==> src/rtl/seg_scan_ctrl.sv <==
// seg_scan_ctrl: four-digit multiplexed 7-segment scan controller.
// Digits are shown from shadow registers that only change at a frame boundary,
// so a new value from the lock FSM never tears mid-frame. Brightness is a
// per-slot duty limit; a short guard at each slot start blanks the anodes to
// suppress ghosting while the segment bus changes.
module seg_scan_ctrl #(
    parameter int REFRESH_W = 17,
    parameter int GUARD     = 64,
    parameter int BLINK_W   = 7
) (
    input  logic        clk_in,
    input  logic        reset,
    input  logic [15:0] digits,
    input  logic [3:0]  digit_en,
    input  logic [3:0]  dp_in,
    input  logic [3:0]  blink_mask,
    input  logic [2:0]  brightness,
    input  logic        upd_req,
    output logic        upd_ack,
    output logic [3:0]  an,
    output logic [6:0]  seg,
    output logic        dp_n
);

    localparam logic [REFRESH_W-1:0] CNT_ZERO = {REFRESH_W{1'b0}};
    localparam logic [REFRESH_W-1:0] CNT_ONE  = {{(REFRESH_W-1){1'b0}}, 1'b1};
    localparam logic [REFRESH_W-1:0] CNT_MAX  = {REFRESH_W{1'b1}};
    localparam logic [REFRESH_W-1:0] GUARD_C  = REFRESH_W'(GUARD);
    localparam logic [BLINK_W-1:0]   FRM_ZERO = {BLINK_W{1'b0}};
    localparam logic [BLINK_W-1:0]   FRM_ONE  = {{(BLINK_W-1){1'b0}}, 1'b1};

    // Active-low {g,f,e,d,c,b,a} pattern for one hex nibble.
    function automatic logic [6:0] hex_to_seg(input logic [3:0] nib);
        logic [6:0] pat;
        case (nib)
            4'h0:    pat = 7'b1000000;
            4'h1:    pat = 7'b1111001;
            4'h2:    pat = 7'b0100100;
            4'h3:    pat = 7'b0110000;
            4'h4:    pat = 7'b0011001;
            4'h5:    pat = 7'b0010010;
            4'h6:    pat = 7'b0000010;
            4'h7:    pat = 7'b1111000;
            4'h8:    pat = 7'b0000000;
            4'h9:    pat = 7'b0010000;
            4'hA:    pat = 7'b0001000;
            4'hB:    pat = 7'b0000011;
            4'hC:    pat = 7'b1000110;
            4'hD:    pat = 7'b0100001;
            4'hE:    pat = 7'b0000110;
            4'hF:    pat = 7'b0001110;
            default: pat = 7'b1111111;
        endcase
        return pat;
    endfunction

    logic [REFRESH_W-1:0] cnt_r;
    logic [1:0]           idx_r;
    logic [BLINK_W-1:0]   frame_cnt_r;
    logic [2:0]           bright_r;
    logic [15:0]          digits_r;
    logic [3:0]           en_r;
    logic [3:0]           dp_r;
    logic [3:0]           blink_r;
    logic                 upd_ack_r;
    logic [3:0]           an_r;
    logic [6:0]           seg_r;
    logic                 dp_n_r;

    logic       tick_s;
    logic       frame_end_s;
    logic       blink_ph_s;
    logic [2:0] phase_s;
    logic [3:0] nib_s;
    logic       on_s;

    assign tick_s      = (cnt_r == CNT_MAX);
    assign frame_end_s = tick_s && (idx_r == 2'd3);
    assign blink_ph_s  = frame_cnt_r[BLINK_W-1];
    assign phase_s     = cnt_r[REFRESH_W-1 -: 3];

    // Pick the shadow nibble belonging to the digit slot being scanned.
    always_comb begin
        nib_s = 4'h0;
        case (idx_r)
            2'd0:    nib_s = digits_r[3:0];
            2'd1:    nib_s = digits_r[7:4];
            2'd2:    nib_s = digits_r[11:8];
            2'd3:    nib_s = digits_r[15:12];
            default: nib_s = 4'h0;
        endcase
    end

    // Light the current digit outside the guard, within the duty window, when enabled and not in the blink-off phase.
    always_comb begin
        on_s = 1'b0;
        if ((cnt_r >= GUARD_C) && (phase_s <= bright_r) && en_r[idx_r] &&
            !(blink_r[idx_r] && blink_ph_s)) begin
            on_s = 1'b1;
        end else begin
            on_s = 1'b0;
        end
    end

    // Slot timer, digit index, frame counter and slot-boundary brightness sampling.
    always_ff @(posedge clk_in or negedge reset) begin
        if (!reset) begin
            cnt_r       <= CNT_ZERO;
            idx_r       <= 2'd0;
            frame_cnt_r <= FRM_ZERO;
            bright_r    <= 3'd0;
        end else begin
            cnt_r <= cnt_r + CNT_ONE;
            if (tick_s) begin
                idx_r    <= idx_r + 2'd1;
                bright_r <= brightness;
            end
            if (frame_end_s) begin
                frame_cnt_r <= frame_cnt_r + FRM_ONE;
            end
        end
    end

    // Frame-synchronous shadow load with a single-cycle acknowledge.
    always_ff @(posedge clk_in or negedge reset) begin
        if (!reset) begin
            digits_r  <= 16'h0000;
            en_r      <= 4'b0000;
            dp_r      <= 4'b0000;
            blink_r   <= 4'b0000;
            upd_ack_r <= 1'b0;
        end else begin
            if (frame_end_s && upd_req) begin
                digits_r <= digits;
                en_r     <= digit_en;
                dp_r     <= dp_in;
                blink_r  <= blink_mask;
            end
            upd_ack_r <= frame_end_s && upd_req;
        end
    end

    // Registered display drive; only one anode can be selected at a time.
    always_ff @(posedge clk_in or negedge reset) begin
        if (!reset) begin
            an_r   <= 4'b1111;
            seg_r  <= 7'b1111111;
            dp_n_r <= 1'b1;
        end else begin
            if (on_s) begin
                an_r  <= ~(4'b0001 << idx_r);
                seg_r <= hex_to_seg(nib_s);
            end else begin
                an_r  <= 4'b1111;
                seg_r <= 7'b1111111;
            end
            dp_n_r <= !(on_s && dp_r[idx_r]);
        end
    end

    assign upd_ack = upd_ack_r;
    assign an      = an_r;
    assign seg     = seg_r;
    assign dp_n    = dp_n_r;

endmodule

==> config.mk <==
export PLATFORM = sky130hd
export DESIGN_NAME = seg_scan_ctrl
export DESIGN_NICKNAME = d
export VERILOG_FILES = /design/src/rtl/seg_scan_ctrl.sv
export SDC_FILE = /design/constraint.sdc
export NUM_CORES = 1
export LEC_CHECK = 0
export CAP_MARGIN = 10
export CORE_MARGIN = 2
export CORE_UTILIZATION = 58
export CTS_CLUSTER_SIZE = 30
export DETAILED_ROUTE_END_ITERATION = 6
export PLACE_DENSITY = 0.85
export SYNTH_ARGS = -nofsm -noshare
export SYNTH_HDL_FRONTEND = slang
export SYNTH_SLANG_ARGS = --single-unit
==> constraint.sdc <==
create_clock -name clk_in -period 5 [get_ports clk_in]
set_input_delay 0.75 -clock clk_in [delete_from_list [all_inputs] [get_ports clk_in]]
set_output_delay 0.75 -clock clk_in [all_outputs]
set_load 0.02 [all_outputs]
==> flow_metrics.py, run 1 <==
metrics = {
    "sta": {
        "period_share_pct": 54.7,
        "finalSetupTns_ns": 0,
        "max_slew.worst_pin.slew_ns": 0.940,
        "fin_ws_ns": 2.27,
        "max_freq_mhz": 366,
        "hold_ws_ns": 0.482,
        "hold_viol": 0,
        "period_minus_slack_ns": 2.73,
        "finClkSkew_ns": 0.0118,
        "relSlewSlack_pct": 37.3,
        "rsz0062_at_grt": "false",
        "report.final.slew_viol_count": 0,
        "setup_viol": 0,
    },
    "cells_and_area": {
        "fin_cells": 378,
        "finalInstanceArea_um2": 3940,
        "drive_gt1_share_pct": 21.9,
        "final_nets": 352,
        "fillCellCount": 383,
        "utilization_pct": 72.8,
        "antenna_cells": 0,
        "syn2layout_area_growth_pct": 22.9,
    },
    "drt": {
        "drt-pass1-iter-count": 7,
        "drc": 0,
        "route.final.wire_length_mm": 5.76,
        "top_layer": "met4",
        "ant_nets": 0,
        "wl_met2_mm": 2.70,
        "via_per_inst": 5.57,
        "wl_met1_mm": 2.63,
        "wl_per_cell_um": 15.2,
        "route.met3.wl_um": 271,
        "route.vias.total": 2105,
        "first_iter_violations": 148,
    },
    "placement": {
        "post-place-cells": 362,
        "place_congestion": 0.783,
        "dpl.hpwl_mm": 4.07,
        "place_ws_ns": 2.32,
        "dpl_cell_area_um2": 3710,
        "io_buffers": 46,
    },
    "clock_network": {
        "ctsResizeCount": 0,
        "cts.clk_slew.worst_paths_ns": 0.08,
        "numCtsBuffers": 9,
        "htreeDepth": 3,
        "clockBufferDepth": 2,
        "cts_tree": "built",
        "cts_sinks": 70,
        "root_buffer": "clkbuf_8",
        "clk_latency_ns": 0.34,
        "hold_buffers": 0,
        "cts_setup_buffers": 0,
    },
    "run_status": {
        "outcome": "finished, final reports clean",
    },
    "power_and_ir_drop": {
        "powerDensity_nw_per_um2": 282,
        "ir_worst_vdd_v": 0.000198,
        "power_leakage_nw": 1.88,
        "power_mw": 1.11,
    },
    "yosys": {
        "yosysWarnings": 0,
        "ys_types": 36,
        "syn_avg_cell_area_um2": 12.8,
        "synth.largest_area_cell": "dfrtp_1",
        "synth_seq_cells": 70,
        "synth_top_area_share_pct": 45.3,
        "syn-cell-area_um2": 3200,
        "synth_fp_nets": 301,
        "synth_cells": 250,
        "seq_area_frac_synth_pct": 55.2,
        "netlist_top_cells_area": "dfrtp_1 (45%), mux2_2 (11%), dfstp_2 (9.8%), ha_1 (6.6%), xnor2_1 (3.3%)",
    },
    "floorplanning": {
        "die_w_um": 78.3,
        "pin_count": 47,
        "core-area_um2": 5410,
        "die_area_um2": 6130,
        "initial_utilization_pct": 59.2,
        "num_rows": 27,
        "die_h_um": 78.3,
    },
    "global_route": {
        "overflow": 0,
        "grt_pass1_wl_mm": 9.71,
        "first_global_vias": 1988,
        "grt_max_degree": 71,
        "antenna_found_initial": 0,
        "track_usage_pct": 21.1,
    },
    "job": {
        "drv_cap": 0,
    },
    "setup_path": {
        "cp.arrival_ns": 2.95,
        "end_kind": "flip-flop",
        "start_kind": "flip-flop",
        "crit_required_ns": 5.22,
        "worstPathMaxFanout": 29,
        "worstSetupPathType": "reg -> reg",
    },
    "min_path": {
        "min_path_type": "reg -> reg",
    },
}
## where the power goes
part           switching, mW  total (mW)  internal, mW  leakage (nW)
Clock                  0.200       0.506         0.307         0.116
Combinational         0.0142      0.0368        0.0226         0.854
Sequential                 0       0.567         0.567         0.912
Total                  0.214        1.11         0.896          1.88
## critical path, stage by stage, from the launching register on
cell and delay, ns:
dfrtp_1 0.37, ha_1 0.22, inv_1 0.05, nor2_1 0.27, nand3_1 0.13, nor2_1 0.19
and3_1 0.19, ha_1 0.44, nand3_1 0.14, buf_4 0.27, mux2_2 0.33
## path summary, 6_finish.rpt
path | from | to | slack, ns | cells past startpoint
setup / recovery | cnt_r[0] | digits_r[3] | 2.27 | 10
hold / removal | cnt_r[4] | cnt_r[4] | 0.48 | 1
setup reg to reg | cnt_r[0] | digits_r[3] | 2.27 | 10
hold reg to reg | cnt_r[4] | cnt_r[4] | 0.48 | 1
max in group asynchronous | reset | frame_cnt_r[4] | 3.85 | 2
min in group asynchronous | reset | cnt_r[3] | 0.58 | 2
## final cells by class
cell class / instances / area, um^2 / share of cell area, %
Clock inverter: 4 / 70.1 / 1.78
Multi-Input combinational cell: 157 / 1330 / 33.7
Tap cell: 72 / 90.1 / 2.29
Timing Repair Buffer: 48 / 470 / 12.0
Clock buffer: 12 / 155 / 3.94
Inverter: 15 / 56.3 / 1.43
Sequential cell: 70 / 1770 / 44.9
## synthesized netlist by cell type
| master | number |
|---|---|
| buf_4 | 1 |
| and3_1 | 8 |
| clkbuf_1 | 2 |
| xor2_1 | 9 |
| nor2b_1 | 3 |
| o21ai_1 | 1 |
| a211oi_2 | 1 |
| a21oi_1 | 4 |
| o21ai_2 | 1 |
| dfrtp_1 | 58 |
| a211oi_1 | 1 |
| a32oi_1 | 1 |
| nand2_1 | 21 |
| mux2_2 | 32 |
| or2b_1 | 1 |
| mux4_2 | 1 |
| or2_1 | 1 |
| dfstp_2 | 12 |
| ha_1 | 17 |
| mux2i_1 | 4 |
| o21ai_0 | 7 |
| o41ai_1 | 1 |
| inv_1 | 15 |
| buf_2 | 3 |
| nor3_1 | 2 |
| nand4_1 | 1 |
| nor2_1 | 5 |
| nor4_1 | 2 |
| a222oi_1 | 4 |
| o22ai_1 | 1 |
| buf_6 | 2 |
| nand3_1 | 10 |
| o211ai_2 | 2 |
| xnor2_1 | 12 |
| o221ai_1 | 2 |
| mux4_1 | 2 |
## metal layers
layer	global-route usage (%)	vias to the layer above
met5	0	-
met3	3.45	14
met1	29.9	1036
li1	-	982
met2	31.6	73
met4	11.2	0
## placed cells by master (no fill, tap or decap), types with 2 or more instances in the layout
cell             instances
dfrtp_1                 58
clkdlybuf4s50_1         45
mux2_2                  32
nand2_1                 21
ha_1                    17
inv_1                   15
xnor2_1                 12
dfstp_2                 12
clkbuf_8                11
nand3_1                 10
xor2_1                   9
and3_1                   8
o21ai_0                  7
nor2_1                   5
a222oi_1                 4
a21oi_1                  4
mux2i_1                  4
nor2b_1                  3
nor3_1                   2
nor4_1                   2
mux4_1                   2
o221ai_1                 2
o211ai_2                 2
clkinv_2                 2
bufinv_16                2
buf_4                    2
## sequential cells by signal (all words and copies together), names as in the netlist
name and cells:
cnt_r 17, digits_r 16, frame_cnt_r 7, seg 7, an 4, blink_r 4
dp_r 4, en_r 4, bright_r 3, idx_r 2, dp_n 1, upd_ack 1
## kinds of logic after synthesis
| group | Yosys count | share of synthesized area, % |
|---|---|---|
| xor+xnor | 21 | 5.74 |
| buf+inv | 23 | 3.40 |
| fa+ha+maj | 17 | 6.64 |
| flops | 70 | 55.2 |
| mux | 39 | 14.8 |
| simple gates | 54 | 8.09 |
| compound gates | 26 | 6.10 |
Note: power is estimated with default switching activity, not from simulation.
==> run 2: changes to the inputs <==
CORE_UTILIZATION = 49   (was 58)
PLACE_DENSITY = 0.77   (was 0.85)
clock period = 2.4 ns   (was 5 ns; I/O delays follow)
==> flow_metrics.py, run 2 (synthesis gave the netlist of run 1 again) <==
metrics = {
    "run_status": {
        "outcome": "finished, final reports clean",
    },
    "global_route": {
        "antenna_found_initial": 0,
        "grt_pass1_wl_mm": 9.83,
        "busiest_layer": "met2",
        "overflow": 0,
        "track_usage_pct": 17.6,
        "grt.met3_usage_pct": 3.31,
        "grt_use_met1_pct": 24.1,
        "use_met2_pct": 26.7,
        "first_global_vias": 2067,
        "grt_max_degree": 30,
    },
    "cells_and_area": {
        "fillCellCount": 489,
        "regMostFlops": "cnt_r",
        "top_regs": "cnt_r (17), digits_r (16)",
        "drive_gt1_share_pct": 26.7,
        "largest_reg_flops": 17,
        "final_cell_mix": "dfrtp_1 (57), clkdlybuf4s50_1 (45), mux2_2 (32)",
        "finalInstanceArea_um2": 4040,
        "antenna_cells": 0,
        "utilization_pct": 63.7,
        "final_nets": 364,
        "syn2layout_area_growth_pct": 26.3,
        "fin_cells": 395,
        "final_common_cell": "dfrtp_1",
    },
    "power_and_ir_drop": {
        "power_mw": 2.18,
        "ir_worst_vdd_v": 0.000300,
        "powerDensity_nw_per_um2": 540,
        "power_leakage_nw": 1.94,
    },
    "setup_path": {
        "end_kind": "flip-flop",
        "start_kind": "flip-flop",
        "worstPathMaxFanout": 29,
        "r2r-end": "digits_r[13]",
        "slowest_delay_ns": 0.42,
        "crit_path_cell_trace": "and3_1 -> and3_1 -> nand3_1 -> nor2_2 -> and3_1 -> ha_1 -> nand3_1 -> buf_12 -> mux2_2",
        "cp.buffers_inverters": 1,
        "cp_common_cell": "and3_1",
        "critPathTopFamily": "simple AND/OR/NAND/NOR gates",
        "r2r.worst_path.cells": 9,
        "r2r_slack_ns": 0.20,
        "crit_required_ns": 2.63,
        "path_depth": 9,
        "slowest_stage": "dfrtp_1",
        "worstReg2RegStart": "cnt_r[5]",
        "worstSetupPathType": "reg -> reg",
        "cp.arrival_ns": 2.43,
    },
    "sta": {
        "period_minus_slack_ns": 2.20,
        "max_freq_mhz": 454,
        "hold_viol": 0,
        "hold_ws_ns": 0.0368,
        "max_slew.worst_pin.slew_ns": 0.651,
        "report.final.slew_viol_count": 0,
        "finClkSkew_ns": 0.00608,
        "fin_ws_ns": 0.198,
        "period_share_pct": 91.8,
        "rsz0062_at_grt": "false",
        "setup_viol": 0,
        "finalSetupTns_ns": 0,
        "relSlewSlack_pct": 56.6,
    },
    "min_path": {
        "min_path_type": "in -> async",
    },
    "clock_network": {
        "clockBufferDepth": 2,
        "clk_latency_ns": 0.34,
        "hold_buffers": 0,
        "root_buffer": "clkbuf_8",
        "htreeDepth": 3,
        "numCtsBuffers": 9,
        "cts.clk_slew.worst_paths_ns": 0.07,
        "cts_sinks": 70,
        "cts_tree": "built",
    },
    "floorplanning": {
        "pin_count": 47,
        "core-area_um2": 6350,
        "num_rows": 29,
        "die_area_um2": 7200,
        "die_h_um": 84.8,
        "initial_utilization_pct": 50.4,
        "die_w_um": 84.8,
    },
    "drt": {
        "drc": 0,
        "route.final.wire_length_mm": 5.75,
        "wl_per_cell_um": 14.5,
        "first_iter_violations": 118,
        "via_per_inst": 5.21,
        "drt-pass1-iter-count": 7,
        "route.vias.total": 2057,
        "ant_nets": 0,
    },
    "placement": {
        "dpl.hpwl_mm": 4.01,
        "place_congestion": 0.834,
        "place_ws_ns": 0.00190,
        "post-place-cells": 375,
        "io_buffers": 46,
        "dpl_cell_area_um2": 3800,
    },
    "job": {
        "drv_cap": 0,
    },
}
## run 2: changes by cell type in the layout (fill, tap and decap cells not counted), moves of 2 or more
cell	change
buf_4	+10
a21oi_1	-2
a21oi_2	+2
buf_12	+2
bufinv_16	-2
clkbuf_8	+2
## run 2: cell type report
class | instances | area [um^2] | share of cell area, %
clock inverter | 3 | 16.3 | 0.402
inverter | 15 | 56.3 | 1.39
tap | 77 | 96.3 | 2.38
sequential | 70 | 1770 | 43.7
timing repair buffer | 60 | 586 | 14.5
multi-input combinational | 157 | 1340 | 33.2
clock buffer | 13 | 179 | 4.42
## run 2: how the worst max path moves through the flow
| stage | start | endpoint | slack [ns] |
|---|---|---|---|
| 2_1_floorplan | cnt_r[5] | digits_r[10] | 0.15 |
| 3_3_place_gp | idx_r[1] | seg[3] | 0.04 |
| 3_5_place_dp | idx_r[1] | seg[4] | 0.002 |
| 4_1_cts | idx_r[1] | seg[1] | 0.03 |
| 5_1_grt | idx_r[1] | seg[3] | 0.0005 |
| 6_report | cnt_r[5] | digits_r[13] | 0.20 |
## run 2: power by group
group	total, mW	leakage [nW]	internal [mW]	switching, mW
sequential	1.18	0.910	1.18	0
clock	0.921	0.0991	0.483	0.438
combinational	0.0823	0.927	0.0504	0.0318
total	2.18	1.94	1.71	0.470
## run 2: timing repair
action,4_1_cts,5_1_grt
resized for setup,1,6
pin swaps,0,3
setup endpoints to repair,3,8
setup buffers,0,4
## run 2: routing by layer
metal  routed length, um  vias up
li1                    -      995
met1                2740     1002
met2                2670       49
met3                 213       11
met4                 126        0
met5                   0        -
